<file path="src/rtl/ibex_mem_arb_pkg.sv">
// Shared types for the instr/data memory-port arbiter.
// Source IDs travel through the response FIFO as mem_src_e.
package ibex_mem_arb_pkg;

  typedef enum logic {
    MemSrcInstr = 1'b0,
    MemSrcData  = 1'b1
  } mem_src_e;

  typedef enum logic {
    ARB_IDLE,
    ARB_LOCKED
  } arb_state_e;

  localparam logic [3:0] BeWord = 4'hF;

  function automatic mem_src_e other_src(mem_src_e s);
    return (s == MemSrcInstr) ? MemSrcData : MemSrcInstr;
  endfunction

endpackage

</file>
<file path="src/rtl/ibex_mem_arbiter_if.sv">
// req/gnt/rvalid memory bus bundle.
// master drives the request, slave answers with grant and response.
interface ibex_mem_arbiter_if;
  logic        req;
  logic        we;
  logic [3:0]  be;
  logic [31:0] addr;
  logic [31:0] wdata;
  logic        gnt;
  logic        rvalid;
  logic [31:0] rdata;
  logic        err;

  modport master (
    output req, we, be, addr, wdata,
    input  gnt, rvalid, rdata, err
  );

  modport slave (
    input  req, we, be, addr, wdata,
    output gnt, rvalid, rdata, err
  );
endinterface

</file>
<file path="src/rtl/ibex_mem_arb_id_fifo.sv">
// In-order FIFO of source IDs for granted, unanswered transactions.
// Wrap-around pointers; push is accepted when full only alongside a pop.
module ibex_mem_arb_id_fifo
  import ibex_mem_arb_pkg::*;
#(
  parameter int unsigned Depth = 2,
  localparam int unsigned CntW = $clog2(Depth + 1),
  localparam int unsigned PtrW = (Depth > 1) ? $clog2(Depth) : 1
) (
  input  logic            clk_i,
  input  logic            rst_i,
  input  logic            push_i,
  input  mem_src_e        src_i,
  input  logic            pop_i,
  output mem_src_e        head_o,
  output logic [CntW-1:0] count_o,
  output logic            full_o,
  output logic            empty_o
);

  mem_src_e        q [Depth];
  logic [PtrW-1:0] wr_ptr_q, rd_ptr_q;
  logic [CntW-1:0] count_q;
  logic            do_push, do_pop;

  function automatic logic [PtrW-1:0] inc(logic [PtrW-1:0] p);
    return (p == PtrW'(Depth - 1)) ? '0 : p + 1'b1;
  endfunction

  assign full_o  = (count_q == CntW'(Depth));
  assign empty_o = (count_q == '0);
  assign count_o = count_q;
  assign head_o  = q[rd_ptr_q];
  assign do_pop  = pop_i & ~empty_o;
  assign do_push = push_i & (~full_o | do_pop);

  always_ff @(posedge clk_i or posedge rst_i) begin
    if (rst_i) begin
      wr_ptr_q <= '0;
      rd_ptr_q <= '0;
      count_q  <= '0;
    end else begin
      if (do_push) wr_ptr_q <= inc(wr_ptr_q);
      if (do_pop)  rd_ptr_q <= inc(rd_ptr_q);
      unique case ({do_push, do_pop})
        2'b10:   count_q <= count_q + 1'b1;
        2'b01:   count_q <= count_q - 1'b1;
        default: count_q <= count_q;
      endcase
    end
  end

  always_ff @(posedge clk_i) begin
    if (do_push) q[wr_ptr_q] <= src_i;
  end

endmodule

</file>
<file path="src/rtl/ibex_mem_arbiter.sv">
// Shares one downstream memory port between instr fetch and LSU.
// Winner is locked until granted; responses return in grant order.
module ibex_mem_arbiter
  import ibex_mem_arb_pkg::*;
#(
  parameter int unsigned MaxOutstanding = 2,
  parameter bit          DataPriority   = 1'b0,
  localparam int unsigned CntW = $clog2(MaxOutstanding + 1)
) (
  input  logic               clk_i,
  input  logic               rst_i,
  ibex_mem_arbiter_if.slave  instr,
  ibex_mem_arbiter_if.slave  data,
  ibex_mem_arbiter_if.master mem,
  output logic [CntW-1:0]    outstanding_o,
  output logic               unexpected_rvalid_o
);

  arb_state_e state_q, state_d;
  mem_src_e   lock_src_q, last_src_q;
  mem_src_e   win_src, head_src;
  logic       win_req, full, empty;
  logic       hs, rsp;

  always_comb begin
    win_src = lock_src_q;
    if (state_q == ARB_IDLE) begin
      unique case (1'b1)
        instr.req && data.req:
          win_src = DataPriority ? MemSrcData
                                 : other_src(last_src_q);
        data.req && !instr.req:
          win_src = MemSrcData;
        default:
          win_src = MemSrcInstr;
      endcase
    end
  end

  assign win_req = (win_src == MemSrcData) ? data.req : instr.req;
  // Full check on the registered count keeps rvalid off the req path.
  assign mem.req = win_req & ~full;
  assign hs      = mem.req & mem.gnt;

  always_comb begin
    mem.we    = 1'b0;
    mem.be    = '0;
    mem.addr  = '0;
    mem.wdata = '0;
    if (win_req) begin
      if (win_src == MemSrcData) begin
        mem.we    = data.we;
        mem.be    = data.be;
        mem.addr  = data.addr;
        mem.wdata = data.wdata;
      end else begin
        mem.be   = BeWord;
        mem.addr = instr.addr;
      end
    end
  end

  assign instr.gnt = hs & (win_src == MemSrcInstr);
  assign data.gnt  = hs & (win_src == MemSrcData);

  assign rsp          = mem.rvalid & ~empty;
  assign instr.rvalid = rsp & (head_src == MemSrcInstr);
  assign data.rvalid  = rsp & (head_src == MemSrcData);
  assign instr.rdata  = mem.rdata;
  assign instr.err    = mem.err;
  assign data.rdata   = mem.rdata;
  assign data.err     = mem.err;

  always_comb begin
    state_d = state_q;
    unique case (state_q)
      ARB_IDLE:   if (mem.req && !mem.gnt) state_d = ARB_LOCKED;
      ARB_LOCKED: if (!mem.req || mem.gnt) state_d = ARB_IDLE;
    endcase
  end

  always_ff @(posedge clk_i or posedge rst_i) begin
    if (rst_i) begin
      state_q             <= ARB_IDLE;
      lock_src_q          <= MemSrcInstr;
      last_src_q          <= MemSrcData;
      unexpected_rvalid_o <= 1'b0;
    end else begin
      state_q <= state_d;
      if (state_q == ARB_IDLE) lock_src_q <= win_src;
      if (hs) last_src_q <= win_src;
      if (mem.rvalid && empty) unexpected_rvalid_o <= 1'b1;
    end
  end

  ibex_mem_arb_id_fifo #(
    .Depth (MaxOutstanding)
  ) u_id_fifo (
    .clk_i   (clk_i),
    .rst_i   (rst_i),
    .push_i  (hs),
    .src_i   (win_src),
    .pop_i   (rsp),
    .head_o  (head_src),
    .count_o (outstanding_o),
    .full_o  (full),
    .empty_o (empty)
  );

endmodule

</file>
<file path="src/flat_wrapper.sv">
// flat-port wrapper written by rule: the top's interface ports become plain ports
module ibex_mem_arbiter_flat import ibex_mem_arb_pkg::*;
#(
  parameter int unsigned MaxOutstanding = 2,
  parameter bit          DataPriority   = 1'b0,
  localparam int unsigned CntW = $clog2(MaxOutstanding + 1)
)
  (clk_i, rst_i, outstanding_o, unexpected_rvalid_o, instr_req, instr_we, instr_be, instr_addr, instr_wdata, instr_gnt, instr_rvalid, instr_rdata, instr_err, data_req, data_we, data_be, data_addr, data_wdata, data_gnt, data_rvalid, data_rdata, data_err, mem_req, mem_we, mem_be, mem_addr, mem_wdata, mem_gnt, mem_rvalid, mem_rdata, mem_err);
  ibex_mem_arbiter_if instr_i ();
  ibex_mem_arbiter_if data_i ();
  ibex_mem_arbiter_if mem_i ();
  input  logic clk_i;
  input  logic rst_i;
  output logic [CntW-1:0] outstanding_o;
  output logic unexpected_rvalid_o;
  input wire logic [$bits(instr_i.req)-1:0] instr_req;
  input wire logic [$bits(instr_i.we)-1:0] instr_we;
  input wire logic [$bits(instr_i.be)-1:0] instr_be;
  input wire logic [$bits(instr_i.addr)-1:0] instr_addr;
  input wire logic [$bits(instr_i.wdata)-1:0] instr_wdata;
  output wire logic [$bits(instr_i.gnt)-1:0] instr_gnt;
  output wire logic [$bits(instr_i.rvalid)-1:0] instr_rvalid;
  output wire logic [$bits(instr_i.rdata)-1:0] instr_rdata;
  output wire logic [$bits(instr_i.err)-1:0] instr_err;
  input wire logic [$bits(data_i.req)-1:0] data_req;
  input wire logic [$bits(data_i.we)-1:0] data_we;
  input wire logic [$bits(data_i.be)-1:0] data_be;
  input wire logic [$bits(data_i.addr)-1:0] data_addr;
  input wire logic [$bits(data_i.wdata)-1:0] data_wdata;
  output wire logic [$bits(data_i.gnt)-1:0] data_gnt;
  output wire logic [$bits(data_i.rvalid)-1:0] data_rvalid;
  output wire logic [$bits(data_i.rdata)-1:0] data_rdata;
  output wire logic [$bits(data_i.err)-1:0] data_err;
  output wire logic [$bits(mem_i.req)-1:0] mem_req;
  output wire logic [$bits(mem_i.we)-1:0] mem_we;
  output wire logic [$bits(mem_i.be)-1:0] mem_be;
  output wire logic [$bits(mem_i.addr)-1:0] mem_addr;
  output wire logic [$bits(mem_i.wdata)-1:0] mem_wdata;
  input wire logic [$bits(mem_i.gnt)-1:0] mem_gnt;
  input wire logic [$bits(mem_i.rvalid)-1:0] mem_rvalid;
  input wire logic [$bits(mem_i.rdata)-1:0] mem_rdata;
  input wire logic [$bits(mem_i.err)-1:0] mem_err;
  assign instr_i.req = instr_req;
  assign instr_i.we = instr_we;
  assign instr_i.be = instr_be;
  assign instr_i.addr = instr_addr;
  assign instr_i.wdata = instr_wdata;
  assign instr_gnt = instr_i.gnt;
  assign instr_rvalid = instr_i.rvalid;
  assign instr_rdata = instr_i.rdata;
  assign instr_err = instr_i.err;
  assign data_i.req = data_req;
  assign data_i.we = data_we;
  assign data_i.be = data_be;
  assign data_i.addr = data_addr;
  assign data_i.wdata = data_wdata;
  assign data_gnt = data_i.gnt;
  assign data_rvalid = data_i.rvalid;
  assign data_rdata = data_i.rdata;
  assign data_err = data_i.err;
  assign mem_req = mem_i.req;
  assign mem_we = mem_i.we;
  assign mem_be = mem_i.be;
  assign mem_addr = mem_i.addr;
  assign mem_wdata = mem_i.wdata;
  assign mem_i.gnt = mem_gnt;
  assign mem_i.rvalid = mem_rvalid;
  assign mem_i.rdata = mem_rdata;
  assign mem_i.err = mem_err;
  ibex_mem_arbiter #(.MaxOutstanding(MaxOutstanding), .DataPriority(DataPriority)) u_core (.clk_i(clk_i), .rst_i(rst_i), .instr(instr_i), .data(data_i), .mem(mem_i), .outstanding_o(outstanding_o), .unexpected_rvalid_o(unexpected_rvalid_o));
endmodule
</file>
<file path="config.mk">
export PLATFORM = sky130hd
export DESIGN_NAME = ibex_mem_arbiter_flat
export DESIGN_NICKNAME = d
export VERILOG_FILES = /design/src/rtl/ibex_mem_arb_pkg.sv /design/src/rtl/ibex_mem_arbiter_if.sv /design/src/rtl/ibex_mem_arb_id_fifo.sv /design/src/rtl/ibex_mem_arbiter.sv /design/src/flat_wrapper.sv
export SDC_FILE = /design/constraint.sdc
export NUM_CORES = 1
export LEC_CHECK = 0
export ABC_AREA = 1
export CELL_PAD_IN_SITES_DETAIL_PLACEMENT = 0
export CELL_PAD_IN_SITES_GLOBAL_PLACEMENT = 2
export CORE_ASPECT_RATIO = 1.75
export CORE_MARGIN = 1
export CORE_UTILIZATION = 10
export CTS_BUF_LIST = sky130_fd_sc_hd__clkbuf_4 sky130_fd_sc_hd__clkbuf_8 sky130_fd_sc_hd__clkbuf_16
export DETAILED_ROUTE_END_ITERATION = 8
export GPL_TIMING_DRIVEN = 1
export PLACE_DENSITY = 0.95
export SETUP_SLACK_MARGIN = 0.05
export SYNTH_ARGS = -nofsm -noshare
export SYNTH_HDL_FRONTEND = slang
export SYNTH_SLANG_ARGS = --single-unit
</file>
<file path="constraint.sdc">
create_clock -name clk_i -period 3.2 [get_ports clk_i]
set_input_delay 0.32 -clock clk_i [delete_from_list [all_inputs] [get_ports clk_i]]
set_output_delay 0.32 -clock clk_i [all_outputs]
set_load 0.03 [all_outputs]
</file>
==> results.ini <==
[synth]
synth_enable_flop_cells = 2
synth_cell_types = 21
synthAdderAreaFrac_pct = 0.636
synth_compound_area_share_pct = 1.46
synth.mux.area_fraction_pct = 0
synthArstFlopShare_pct = 80.0
synth_xor_area_share_pct = 1.34
synth-seq-cells = 10
synth.avg_cell_area_um2 = 5.36
ys_seq_area_share_pct = 13.3
ys.flop_type = dfrtp_1
netlist_area_um2 = 1970
yosys.area.top_type = nand2_1
ys_top_cells_by_area = nand2_1, buf_4, inv_1
yosysTopAreaCellShare_pct = 26.3
synth_top_family_by_area = buffers and inverters
yosys.area_share.simple_pct = 39.2
synthCells = 367
yosys_warnings = 0
synth_fp_nets = 545

[detailed_routing]
drt_iter0_drc = 61
wl_um = 7930
drc = 0
wire_per_inst_um = 11.0
first_pass_iters = 4
vias = 2278
ant_nets = 0
viasPerCell = 3.17

[global_route]
overflow = 0
grt_pass1_vias = 2181
grt_pass1_wl_um = 11400
grt_usage_pct = 7.40
antenna_found_initial = 0
grt_max_degree = 38

[clock_network]
cts-htree-levels = 1
cts.sinks = 10
clk-insertion-delay-late_ns = 0.23
clockRootBuffer = clkbuf_16
cts.clk_slew.worst_paths_ns = 0.04
cts_tree = done
cts_setup_buffers = 0
ctsHoldBuffers = 0
clockBufferDepth = 2
cts_resized = 0
cts_made_buffers = 3

[floorplanning]
io_pins = 320
row_count = 67
initial_utilization_pct = 10.2
dieHeight_um = 188
die_w_um = 108
core_um2 = 19200
die_area_um2 = 20300

[sta]
finalClockSkew_ns = 0.000271
fin_tns_setup_ns = 0
period_minus_slack_ns = 2.62
rsz0062_at_grt = false
drv_slew = 0
fin_crit_sh_pct = 81.8
fmax_mhz = 382
final-hold-violation-count = 0
slew_headroom_pct = 63.0
setup_viol_count_final = 0
max_slew.worst_pin.slew_ns = 0.555

[critical_path]
cpMaxStageDelayCell = clkdlybuf4s50_1
cp_max_fo = 34
worstPathRequired_ns = 2.88
cp-end-kind = output pin
path_class = in2out
path_delay_family = buffers and inverters
max_stage_delay_ns = 0.74
cp-start-kind = primary input
crit_buf_inv = 2
crit_arrival_ns = 2.30
path_cells = clkdlybuf4s50_1 > nand3_2 > nand2_4 > nand2_4 > nor2_1 > clkdlybuf4s50_1

[layout]
area.growth.synth_to_final_pct = 79.9
n_antenna_cell = 0
drive_above_1_share_pct = 12.8
num-nets-final = 657
fillers = 2193

[pwr]
pwr-share-comb_pct = 76.1
sw_frac_of_total_pct = 51.8
peakVddDrop_mv = 0.219
p_seq_share_pct = 11.6
p_total_uw = 1860
p_int_uw = 899
switchingPower_uw = 965
power_density_nw_per_um2 = 527
power.leakage_uw = 0.00194
pwr-share-clk_pct = 12.3

[placement]
dp_hpwl_um = 6580
portBuffers = 183
gp_congestion = 0.721

[outcome]
status = finished clean

[run]
drv_cap = 0

[hold_path]
hp-class = in2async

==> metrics by stage <==
stage	utilization [%]	worst slack [ns]	hold slack, ns	std cells	instance area, µm²
after global routing	18.4	0.429	0.381	719	3540
after detailed placement	18.0	0.356	0.459	715	3460
after floorplan	-	1.33	0.135	367	1970
after CTS	18.4	0.534	0.356	719	3540
final	18.4	0.583	0.336	719	3540
after global placement	18.0	0.415	0.452	715	3460
==> layer usage <==
layer	share of wire (%)	global-route usage, %	vias up	routed length (µm)
li1	-	-	1184	-
met1	31	6.21	903	2490
met2	50	13.9	131	3930
met3	9.2	1.25	60	731
met4	9.8	7.22	0	777
met5	0	0	-	0
==> worst paths after layout <==
| check | end | depth (start not counted) | slack [ns] | start |
|---|---|---|---|---|
| hold / removal | u_core.unexpected_rvalid_o | 2 | 0.34 | rst_i |
| min in group clk_i | u_core.unexpected_rvalid_o | 1 | 0.47 | u_core.unexpected_rvalid_o |
| max in group asynchronous | u_core.last_src_q | 2 | 2.58 | rst_i |
| setup reg to reg | u_core.u_id_fifo.count_o[1] | 10 | 0.86 | u_core.last_src_q |
| hold reg to reg | u_core.unexpected_rvalid_o | 1 | 0.47 | u_core.unexpected_rvalid_o |
| setup / recovery | mem_wdata[0] | 6 | 0.58 | data_req |
==> kinds of logic (layout without fill, tap and decap cells) <==
kind of cell    count (synthesis)  count (layout)
fa+ha+maj                       1               1
buf+inv                       156             267
simple gates                  192             192
compound gates                  5               5
xor+xnor                        3               3
flops                          10              10
==> worst register-to-register path, delay by kind of cell (launching register included) <==
| family | cells | cell delay, ns |
|---|---|---|
| adders and majority gates | 1 | 0.27 |
| AOI/OAI and AO/OA | 2 | 0.23 |
| xor gates and xnor gates | 1 | 0.16 |
| and+or+nand+nor | 6 | 1.03 |
| DFF | 1 | 0.53 |
==> cells in the final DEF (no fill, tap or decap) <==
cell type,synthesis,routed
ha_1,1,1
nand2_1,138,138
edfxtp_1,2,2
buf_4,66,40
o21ai_0,3,3
inv_1,69,69
inv_2,9,9
nand3_2,2,2
clkbuf_16,0,3
xor2_1,1,1
a31o_2,1,1
dfrtp_1,7,7
nand2_8,1,1
clkbuf_4,0,1
dfstp_2,1,1
nand4_1,2,2
nand2_4,2,2
buf_12,0,1
clkdlybuf4s50_1,0,144
nand3_1,1,1
a21oi_1,1,1
nor2_1,46,46
xnor2_1,2,2
==> state kept, by name, summed over array words and instances (netlist names) <==
name,flops
u_core.lock_src_q,1
u_core.u_id_fifo.q,2
u_core.unexpected_rvalid_o,1
u_core.last_src_q,1
u_core.u_id_fifo.count_o,2
u_core.state_q,1
u_core.u_id_fifo.rd_ptr_q,1
u_core.u_id_fifo.wr_ptr_q,1
==> final cells by class <==
cell class	instances	area [µm²]	share of cell area (%)
Clock buffer	4	82.6	2.33
Tap cell	241	302	8.52
Inverter	78	293	8.27
Timing Repair Buffer	185	1760	49.8
Multi-Input combinational cell	201	838	23.7
Sequential cell	10	262	7.39
==> synth_stat cells (2+ instances only) <==
master / count
dfrtp_1: 7
inv_1: 69
buf_6: 3
nand2_1: 138
buf_2: 9
nand4_1: 2
nor2_1: 46
xnor2_1: 2
nand3_2: 2
inv_2: 9
nand2_4: 2
edfxtp_1: 2
buf_4: 66
o21ai_0: 3
==> power by group through the flow <==
stage | combinational [µW] | clock [µW] | sequential [µW]
2_1_floorplan | 1010 | 0 | 236
3_3_place_gp | 1440 | 0 | 215
3_5_place_dp | 1450 | 0 | 219
4_1_cts | 1450 | 233 | 218
5_1_grt | 1550 | 244 | 222
6_report | 1420 | 230 | 216
(Power assumes the default switching activity.)
